[src/rtl/cdb_select.sv]
// cdb_select: complete-stage arbiter. Grants up to N prepared functional-unit
// results per cycle onto the common data bus in round-robin order, returns
// same-cycle avail grants to the units and registers the CDB broadcast.
module cdb_select #(
  parameter int N        = 2,
  parameter int NUM_ALU  = 3,
  parameter int NUM_MULT = 2,
  parameter int NUM_LOAD = 1,
  parameter int PRN_W    = 6,
  parameter int ROBN_W   = 5,
  localparam int S       = NUM_ALU + NUM_MULT + NUM_LOAD,
  localparam int CNT_W   = $clog2(N + 1)
) (
  input  logic                  clock,
  input  logic                  reset,
  input  logic                  squash,
  input  logic [S-1:0]          prepared,
  input  logic [S*PRN_W-1:0]    src_prn,
  input  logic [S*ROBN_W-1:0]   src_robn,
  input  logic [S*32-1:0]       src_data,
  output logic [NUM_ALU-1:0]    alu_avail,
  output logic [NUM_MULT-1:0]   mult_avail,
  output logic [NUM_LOAD-1:0]   load_avail,
  output logic [N-1:0]          cdb_valid,
  output logic [N*PRN_W-1:0]    cdb_prn,
  output logic [N*ROBN_W-1:0]   cdb_robn,
  output logic [N*32-1:0]       cdb_data,
  output logic [CNT_W-1:0]      cdb_count,
  output logic [31:0]           busy_cycles
);

  localparam int SRC_W = (S > 1) ? $clog2(S) : 1;

  logic [SRC_W-1:0] rr_ptr;
  logic [SRC_W-1:0] next_ptr;
  logic [S-1:0]     grant;
  logic [SRC_W-1:0] lane_src [N];
  logic [N-1:0]     lane_vld;
  logic [CNT_W-1:0] grant_cnt;

  // Round-robin scan from rr_ptr; the k-th grant found feeds CDB lane k.
  always_comb begin
    int cnt;
    int pos;
    grant     = '0;
    lane_vld  = '0;
    next_ptr  = rr_ptr;
    cnt       = 0;
    pos       = 0;
    for (int k = 0; k < N; k++) begin
      lane_src[k] = '0;
    end
    if (!squash) begin
      for (int i = 0; i < S; i++) begin
        pos = int'(rr_ptr) + i;
        if (pos >= S) begin
          pos = pos - S;
        end else begin
          pos = pos;
        end
        if (prepared[SRC_W'(pos)] && (cnt < N)) begin
          grant[SRC_W'(pos)] = 1'b1;
          for (int k = 0; k < N; k++) begin
            if (k == cnt) begin
              lane_src[k] = SRC_W'(pos);
              lane_vld[k] = 1'b1;
            end else begin
              lane_src[k] = lane_src[k];
            end
          end
          cnt      = cnt + 1;
          // Pointer moves just past the last source granted, wrapping to 0.
          next_ptr = (pos == S - 1) ? '0 : SRC_W'(pos + 1);
        end else begin
          cnt = cnt;
        end
      end
    end else begin
      cnt = 0;
    end
    grant_cnt = CNT_W'(cnt);
  end

  assign alu_avail  = grant[NUM_ALU-1:0];
  assign mult_avail = grant[NUM_ALU+NUM_MULT-1:NUM_ALU];
  assign load_avail = grant[S-1:NUM_ALU+NUM_MULT];

  // Round-robin pointer: advances on any grant, returns to 0 on a flush.
  always_ff @(posedge clock or posedge reset) begin
    if (reset) begin
      rr_ptr <= '0;
    end else if (squash) begin
      rr_ptr <= '0;
    end else begin
      rr_ptr <= next_ptr;
    end
  end

  // CDB broadcast registers: granted results appear one cycle after grant.
  always_ff @(posedge clock or posedge reset) begin
    if (reset) begin
      cdb_valid <= '0;
      cdb_prn   <= '0;
      cdb_robn  <= '0;
      cdb_data  <= '0;
      cdb_count <= '0;
    end else if (squash) begin
      cdb_valid <= '0;
      cdb_prn   <= '0;
      cdb_robn  <= '0;
      cdb_data  <= '0;
      cdb_count <= '0;
    end else begin
      cdb_valid <= lane_vld;
      cdb_count <= grant_cnt;
      for (int k = 0; k < N; k++) begin
        if (lane_vld[k]) begin
          cdb_prn[k*PRN_W +: PRN_W]   <= src_prn[int'(lane_src[k])*PRN_W +: PRN_W];
          cdb_robn[k*ROBN_W +: ROBN_W] <= src_robn[int'(lane_src[k])*ROBN_W +: ROBN_W];
          cdb_data[k*32 +: 32]         <= src_data[int'(lane_src[k])*32 +: 32];
        end else begin
          cdb_prn[k*PRN_W +: PRN_W]   <= '0;
          cdb_robn[k*ROBN_W +: ROBN_W] <= '0;
          cdb_data[k*32 +: 32]         <= '0;
        end
      end
    end
  end

  // Utilisation counter: counts cycles with a live broadcast, saturating;
  // a flush does not clear it.
  always_ff @(posedge clock or posedge reset) begin
    if (reset) begin
      busy_cycles <= 32'd0;
    end else if ((|cdb_valid) && (busy_cycles != 32'hFFFF_FFFF)) begin
      busy_cycles <= busy_cycles + 32'd1;
    end else begin
      busy_cycles <= busy_cycles;
    end
  end

endmodule

[config.mk]
export PLATFORM = sky130hd
export DESIGN_NAME = cdb_select
export DESIGN_NICKNAME = d
export VERILOG_FILES = /design/src/rtl/cdb_select.sv
export SDC_FILE = /design/constraint.sdc
export NUM_CORES = 1
export LEC_CHECK = 0
export CAP_MARGIN = 25
export CORE_ASPECT_RATIO = 1.1
export CORE_UTILIZATION = 30
export DETAILED_ROUTE_END_ITERATION = 12
export GPL_ROUTABILITY_DRIVEN = 1
export PLACE_DENSITY = 0.55
export SLEW_MARGIN = 40
export SYNTH_ARGS = -nofsm -noshare
export SYNTH_HDL_FRONTEND = slang
export SYNTH_SLANG_ARGS = --single-unit
[constraint.sdc]
create_clock -name clock -period 11.5 [get_ports clock]
set_input_delay 3.45 -clock clock [delete_from_list [all_inputs] [get_ports clock]]
set_output_delay 3.45 -clock clock [all_outputs]
set_load 0.02 [all_outputs]
==> key figures, run 1 <==
Die
  – Core box area: 35500 sq um
  – Width of the die: 184 microns
  – Rows: 72
  – Initial Util: between 30 and 40%
  – Height of the die: 202 microns
  – I/O pin cnt: 395
  – Die area: 37100 sq um

Timing
  – Slew Limit Headroom: 44.6%
  – Fin Clk Skew: 0.00956 ns
  – Fmax: 90.4 MHz
  – Unrepaired setup endpoints after global routing: false
  – Fin crit share: between 90% and 100%
  – Slew Viols, Final: 0
  – Final setup fails: 0
  – Pin slew with the least headroom to its limit: 0.825 ns
  – Worst Slack Setup Final: 0.438 ns
  – Hold Fails Final Rpt: 0
  – Tmin final: 11.06 ns

Layout
  – # nets final: 1989
  – Share of layout cells above drive strength 1: 8.15%
  – Multi-input gate area: 7170 sq um
  – Most frequent cells in the layout: 388 x clkdlybuf4s50_1, 219 x nand2_1, 125 x dfrtp_1
  – Fill cell total of the finished layout: 3544
  – Register area: 3130 sq um
  – Commonest non-fill, non-tap cell in the layout: clkdlybuf4s50_1
  – P&R area growth vs syn: 46.1%

Setup path
  – Kind of critical path: in2out
  – CP Launch Type: primary input
  – CP max FO: 5
  – Worst path bufs/invs: 6
  – Slowest CP cell: clkdlybuf4s50_1
  – CP peak stage delay: roughly 0.43 ns
  – Crit path max-delay family: compound AO/OA/AOI/OAI gates
  – CP cell instances: clkdlybuf4s50_1, mux2_4, and3_1, a22o_1, a21oi_4, inv_4, ha_1, nor2_1, xnor2_1, inv_1, ha_1, inv_1, a21oi_1, inv_1, ha_1, nand2b_1, a21oi_1, and3_2, nand3_1, o311ai_1, mux2i_1, nor2_1, dlymetal6s2s_1
  – Crit path arrival time: 7.61 ns
  – Critical Path Sink Type: output port
  – Required @ worst endpoint: approximately 8.1 ns

Clock tree
  – Clock Sinks: 125
  – CTS clk-pin slew, worst paths: 0.06 ns
  – CTS Root Cell: clkbuf_16
  – CTS tree: built
  – Num CTS Buffers: 17
  – Max clock buf depth: 2
  – H-Tree Depth: 4
  – Setup bufs post-CTS: 0
  – Clk Latency, worst-skew pair: 0.43 ns

Routing
  – DR DRC count: 0
  – DRT Wirelength: 49200 microns
  – Routed wire per std cell: 22.6 microns
  – Total number of vias: 12000
  – Vias/cell: around 5.5
  – First-pass detailed-route iteration total: 5
  – Post-route ant nets: 0
  – DRT iter0 DRCs: 880

Synthesis
  – Post-synth cell types: 91
  – Mapped Avg Cell Area: 8.22 sq um
  – Post-Synthesis Cells: about 1300
  – Register bit total from synthesis: 125
  – Ys flop type: dfrtp_1
  – Dominant cell type by area after synthesis: dfrtp_1
  – Post-Syn Area: 10900 sq um
  – Ys async rst share: 100%
  – EDFF count, synth: 0
  – Top cells by area, synth: dfrtp_1 29%, mux2i_1 8.5%, nand2_1 7.6%
  – Synth warnings: 0
  – Sequential share of the synthesized area: 28.7%
  – Synth top area share: between 20% and 30%

GRT
  – First-pass GRT wire length: around 73000 microns
  – Initial antenna violation count: 4
  – Number of global-route vias before repair: around 12000
  – Largest net degree at the start of global routing: 93
  – All-Layer GR Usage: 26.0%
  – Total gr overflow: 0

Placed design
  – Final GP Congestion: 0.887
  – # port buffers: 392
  – Post-Place Setup Slack: -0.0374 ns
  – HPWL after DPL: 34500 microns

Outcome
  – Status: completed

Flow run
  – Max Cap Viol: 0

Min path
  – HP Class: reg2reg
synth_stat cells (5+ instances only):
library cell,number
o221ai_1,46
and3_1,92
a21o_1,45
clkbuf_1,38
nand2_1,221
a21oi_1,26
o21a_1,5
mux2i_1,93
buf_2,43
dfrtp_1,125
nor3_1,12
buf_4,11
xor2_1,8
buf_6,10
a211oi_1,5
o32ai_1,46
and4_1,7
nand3_1,63
ha_1,40
o21ai_1,47
inv_1,29
xnor2_1,32
o21ai_0,61
nand4_1,8
o211ai_1,7
a32oi_1,5
inv_2,5
nor2_1,81
nand2b_1,10
state kept, by name (all words and copies together) (netlist names):
register / cells
cdb_data: 64
busy_cycles: 32
cdb_prn: 12
cdb_robn: 10
rr_ptr: 3
cdb_count: 2
cdb_valid: 2
path summary, 6_finish.rpt:
kind	start	endpoint	slack, ns	cells past startpoint
max in group asynchronous	reset	cdb_data[50]$_DFF_PP0_	6.92	3
setup / recovery	prepared[5]	mult_avail[0]	0.44	23
hold reg to reg	busy_cycles[5]$_DFFE_PP0P_	busy_cycles[5]$_DFFE_PP0P_	0.50	1
min in group asynchronous	reset	cdb_prn[6]$_DFF_PP0_	3.48	2
setup reg to reg	rr_ptr[1]$_DFFE_PP0N_	cdb_data[18]$_DFF_PP0_	3.84	28
hold / removal	busy_cycles[5]$_DFFE_PP0P_	busy_cycles[5]$_DFFE_PP0P_	0.50	1
metal layers:
layer | GRT usage, % | routed length (microns) | vias to the layer above
li1 | - | - | 5589
met1 | 31.7 | 20200 | 5820
met2 | 44.1 | 23800 | 503
met3 | 5.98 | 3740 | 85
met4 | 9.67 | 1430 | 4
met5 | 0 | 27 | -
per-stage QoR:
stage	instance area, sq um	cells	setup TNS, ns	util [%]	hold slack (ns)
floorplan	10900	1328	0	-	0.589
global placement	15300	2141	0	43.0	0.482
detailed placement	15300	2142	-0.0374	43.2	0.491
CTS	15900	2174	0	44.8	0.501
global route	15900	2177	0	44.9	0.515
finish	15900	2177	0	44.9	0.498
repair_timing:
item,CTS,global route
setup endpoints to repair,2,4
gates resized for setup,1,5
hold buffers,0,0
area by class of cell:
type / count / share of cell area, %
diodes: 2 / 0.0314
multi-input cells: 1064 / 45.0
well taps: 481 / 3.78
inverters: 36 / 0.911
clock inverters: 15 / 0.958
clock buffers: 17 / 2.67
flip-flops and latches: 125 / 19.6
repair buffers: 437 / 27.0
logic make-up (layout without fill, tap and decap cells):
group / count (synthesis) / after routing / synth area share, %
compound gates: 354 / 354 / 24.1
xor+xnor: 43 / 43 / 3.76
fa+ha+maj: 41 / 41 / 4.77
buf+inv: 139 / 505 / 6.39
flops: 125 / 125 / 28.7
mux: 102 / 102 / 9.66
other cells: 1 / 4 / 0.0344
simple gates: 522 / 522 / 22.7
Power of run 1 is not shown: default switching activity piles up to over one toggle a cycle in this logic, so the estimate is an artifact.
==> run 2, diff against run 1 <==
--- a/config.mk
+++ b/config.mk
@@ -10,6 +10,7 @@
 export CORE_UTILIZATION = 30
 export DETAILED_ROUTE_END_ITERATION = 12
 export GPL_ROUTABILITY_DRIVEN = 1
+export GPL_TIMING_DRIVEN = 0
 export PLACE_DENSITY = 0.55
 export SLEW_MARGIN = 40
 export SYNTH_ARGS = -nofsm -noshare
==> key figures, run 2 (synthesis results as in run 1) <==
Timing
  – Slew Viols, Final: 0 (unchanged)
  – Slew Limit Headroom: 49.0% (was 44.6%)
  – Hold Fails Final Rpt: 0 (unchanged)
  – Tmin final: 11.28 ns (was 11.06 ns)
  – Setup total negative slack: 0 ns (unchanged)
  – Fmax: 88.6 MHz (was 90.4 MHz)
  – Fin crit share: 98.1% (was 96.2%)
  – Worst Slack Setup Final: 0.216 ns (was 0.438 ns)
  – Final setup fails: 0 (unchanged)
  – Fin Clk Skew: 0.0148 ns (was 0.00956 ns)
  – Pin slew with the least headroom to its limit: 0.760 ns (was 0.825 ns)

Die
  – Die area: 37100 sq um (unchanged)
  – Initial Util: 30.7% (unchanged)
  – Width of the die: 184 microns (unchanged)
  – Height of the die: 202 microns (unchanged)
  – Core box area: 35500 sq um (unchanged)
  – Rows: 72 (unchanged)
  – I/O pin cnt: 395 (unchanged)

Routing
  – DRT iter0 DRCs: 955 (was 880)
  – Routed wire per std cell: 24.1 microns (was 22.6 microns)
  – Vias/cell: 5.58 (was 5.51)
  – DRT Wirelength: 53900 microns (was 49200 microns)
  – Total number of vias: 12500 (was 12000)
  – Post-route ant nets: 0 (unchanged)
  – First-pass detailed-route iteration total: 5 (unchanged)
  – DR DRC count: 0 (unchanged)

GRT
  – Largest net degree at the start of global routing: 72 (was 93)
  – Total gr overflow: 0 (unchanged)
  – First-pass GRT wire length: 79400 microns (was 72800 microns)
  – Initial antenna violation count: 4 (unchanged)
  – All-Layer GR Usage: 28.5% (was 26.0%)
  – Number of global-route vias before repair: 12400 (was 11800)

Min path
  – Min-delay src: busy_cycles[26]$_DFFE_PP0P_ (was busy_cycles[5]$_DFFE_PP0P_)
  – Hold EP: busy_cycles[26]$_DFFE_PP0P_ (was busy_cycles[5]$_DFFE_PP0P_)
  – Hold Path Depth: 1 (unchanged)
  – HP Class: reg2reg (unchanged)

Placed design
  – Final GP Congestion: 0.928 (was 0.887)
  – Dpl cell area: 15500 sq um (was 15300 sq um)
  – Post-Place Setup Slack: -1.19 ns (was -0.0374 ns)
  – HPWL after DPL: 40400 microns (was 34500 microns)
  – Cells after DPL: 2201 (was 2142)
  – # port buffers: 391 (was 392)

Layout
  – Most frequent cells in the layout: 386 x clkdlybuf4s50_1, 220 x nand2_1, 125 x dfrtp_1 (was 388 x clkdlybuf4s50_1, 219 x nand2_1, 125 x dfrtp_1)
  – P&R area growth vs syn: 48.8% (was 46.1%)
  – Commonest non-fill, non-tap cell in the layout: clkdlybuf4s50_1 (unchanged)
  – Post-Layout Inst Area: 16200 sq um (was 15900 sq um)
  – # nets final: 2047 (was 1989)
  – Largest register FFs: 64 (unchanged)
  – Fill cell total of the finished layout: 3526 (was 3544)
  – Share of layout cells above drive strength 1: 9.70% (was 8.15%)
  – Regs by FF count: cdb_data (64), busy_cycles (32), cdb_prn (12) (unchanged)
  – Top reg by flops: cdb_data (unchanged)
  – Layout Cells excl Fill: 2238 (was 2177)

Setup path
  – Register-to-register setup slack: 3.74 ns (was 3.84 ns)
  – Critical Path Sink Type: output port (unchanged)
  – Worst reg2reg path depth: 31 (was 28)
  – Crit path arrival time: 7.83 ns (was 7.61 ns)
  – R2R Path End: cdb_data[39]$_DFF_PP0_ (was cdb_data[18]$_DFF_PP0_)
  – Slowest CP cell: clkdlybuf4s50_1 (unchanged)
  – CP Launch Type: primary input (unchanged)
  – CP max FO: 10 (was 5)
  – Required @ worst endpoint: 8.05 ns (about the same)
  – R2r startpoint: rr_ptr[0]$_DFFE_PP0P_ (was rr_ptr[1]$_DFFE_PP0N_)
  – CP cell instances: clkdlybuf4s50_1, mux2_4, and3_1, a22o_2, a21oi_4, inv_4, ha_4, nor2_4, xnor2_4, inv_1, ha_1, inv_1, a21oi_4, inv_1, ha_1, nand2b_1, a21oi_4, and3_1, buf_4, a31o_2, nor2_1, a211oi_2, buf_4 (was clkdlybuf4s50_1, mux2_4, and3_1, a22o_1, a21oi_4, inv_4, ha_1, nor2_1, xnor2_1, inv_1, ha_1, inv_1, a21oi_1, inv_1, ha_1, nand2b_1, a21oi_1, and3_2, nand3_1, o311ai_1, mux2i_1, nor2_1, dlymetal6s2s_1)
  – Kind of critical path: in2out (unchanged)
  – CP peak stage delay: 0.42 ns (was 0.43 ns)

Outcome
  – Status: completed (unchanged)

Clock tree
  – CTS Root Cell: clkbuf_16 (unchanged)
  – Clock Sinks: 125 (unchanged)
  – Num CTS Buffers: 17 (unchanged)
  – CTS tree: built (unchanged)
  – Clk Latency, worst-skew pair: 0.43 ns (about the same)
  – CTS clk-pin slew, worst paths: 0.07 ns (was 0.06 ns)
  – H-Tree Depth: 4 (unchanged)
  – Max clock buf depth: 2 (unchanged)

Flow run
  – Max Cap Viol: 0 (unchanged)
## run 2: changes by cell type in the layout (fill, tap and decap cells not counted), sizes merged
cell           change
clkbuf            +37
buf               +26
diode              +3
dlymetal6s2s       -3
clkdlybuf4s50      -2
clkinv             -2
bufinv             +1
inv                +1
## run 2: area by class of cell
type	instances	area, sq um	area share, %
sequential	125	3130	19.3
multi-input combinational	1064	7250	44.7
tap	481	602	3.71
clock buffer	17	425	2.62
antenna	5	12.5	0.0771
inverter	36	148	0.910
buffer	102	553	3.41
clock inverter	15	176	1.09
timing repair buffer	393	3940	24.3
## run 2: how the worst max path moves through the flow
| stage | startpoint | to | slack, ns | cells after the start |
|---|---|---|---|---|
| global placement | prepared[5] | alu_avail[0] | -1.13 | 23 |
| floorplan | prepared[5] | alu_avail[1] | 0.39 | 21 |
| detailed placement | prepared[5] | alu_avail[0] | -1.19 | 23 |
| global route | prepared[3] | mult_avail[0] | -0.04 | 22 |
| CTS | prepared[5] | alu_avail[1] | 0.003 | 23 |
| finish | prepared[5] | alu_avail[0] | 0.22 | 23 |
## run 2: worst max-delay path: cells and delay by family
| kind | cells | cell delay (ns) |
|---|---|---|
| simple gates | 5 | 0.78 |
| buf+inv | 7 | 1.12 |
| compound gates | 6 | 1.31 |
| xor+xnor | 1 | 0.15 |
| fa+ha+maj | 3 | 0.69 |
| mux | 1 | 0.31 |
## run 2: through the flow
stage / util (%) / hold slack (ns)
6_report: 45.7 / 0.501
5_1_grt: 45.7 / 0.509
4_1_cts: 45.5 / 0.495
3_5_place_dp: 43.6 / 0.482
3_3_place_gp: 43.5 / 0.482
2_1_floorplan: - / 0.589
## run 2: per-layer routing
| metal | GRT usage (%) | share of wire (%) |
|---|---|---|
| met5 | 0 | 0 |
| met4 | 9.85 | 2.6 |
| met3 | 4.41 | 6.7 |
| met2 | 46.7 | 47 |
| met1 | 37.7 | 44 |
## run 2: what timing repair did
item | CTS | global route
hold buffers | 0 | 0
setup endpoints to repair | 4 | 4
setup buffers | 1 | 0
resized for setup | 24 | 22
endpoints found under the hold margin | 0 | 0
pin swaps | 0 | 2
cloned | 0 | 0
Power of run 2 is left out for the same reason.
==> run 3, diff against run 2 <==
--- a/config.mk
+++ b/config.mk
@@ -11,6 +11,7 @@
 export DETAILED_ROUTE_END_ITERATION = 12
 export GPL_ROUTABILITY_DRIVEN = 1
 export GPL_TIMING_DRIVEN = 0
+export HOLD_SLACK_MARGIN = 0.05
 export PLACE_DENSITY = 0.55
 export SLEW_MARGIN = 40
 export SYNTH_ARGS = -nofsm -noshare
==> results of run 3 <==
The final DEF is identical to that of run 2; final timing and power are the same.
Power of run 3 is left out for the same reason.
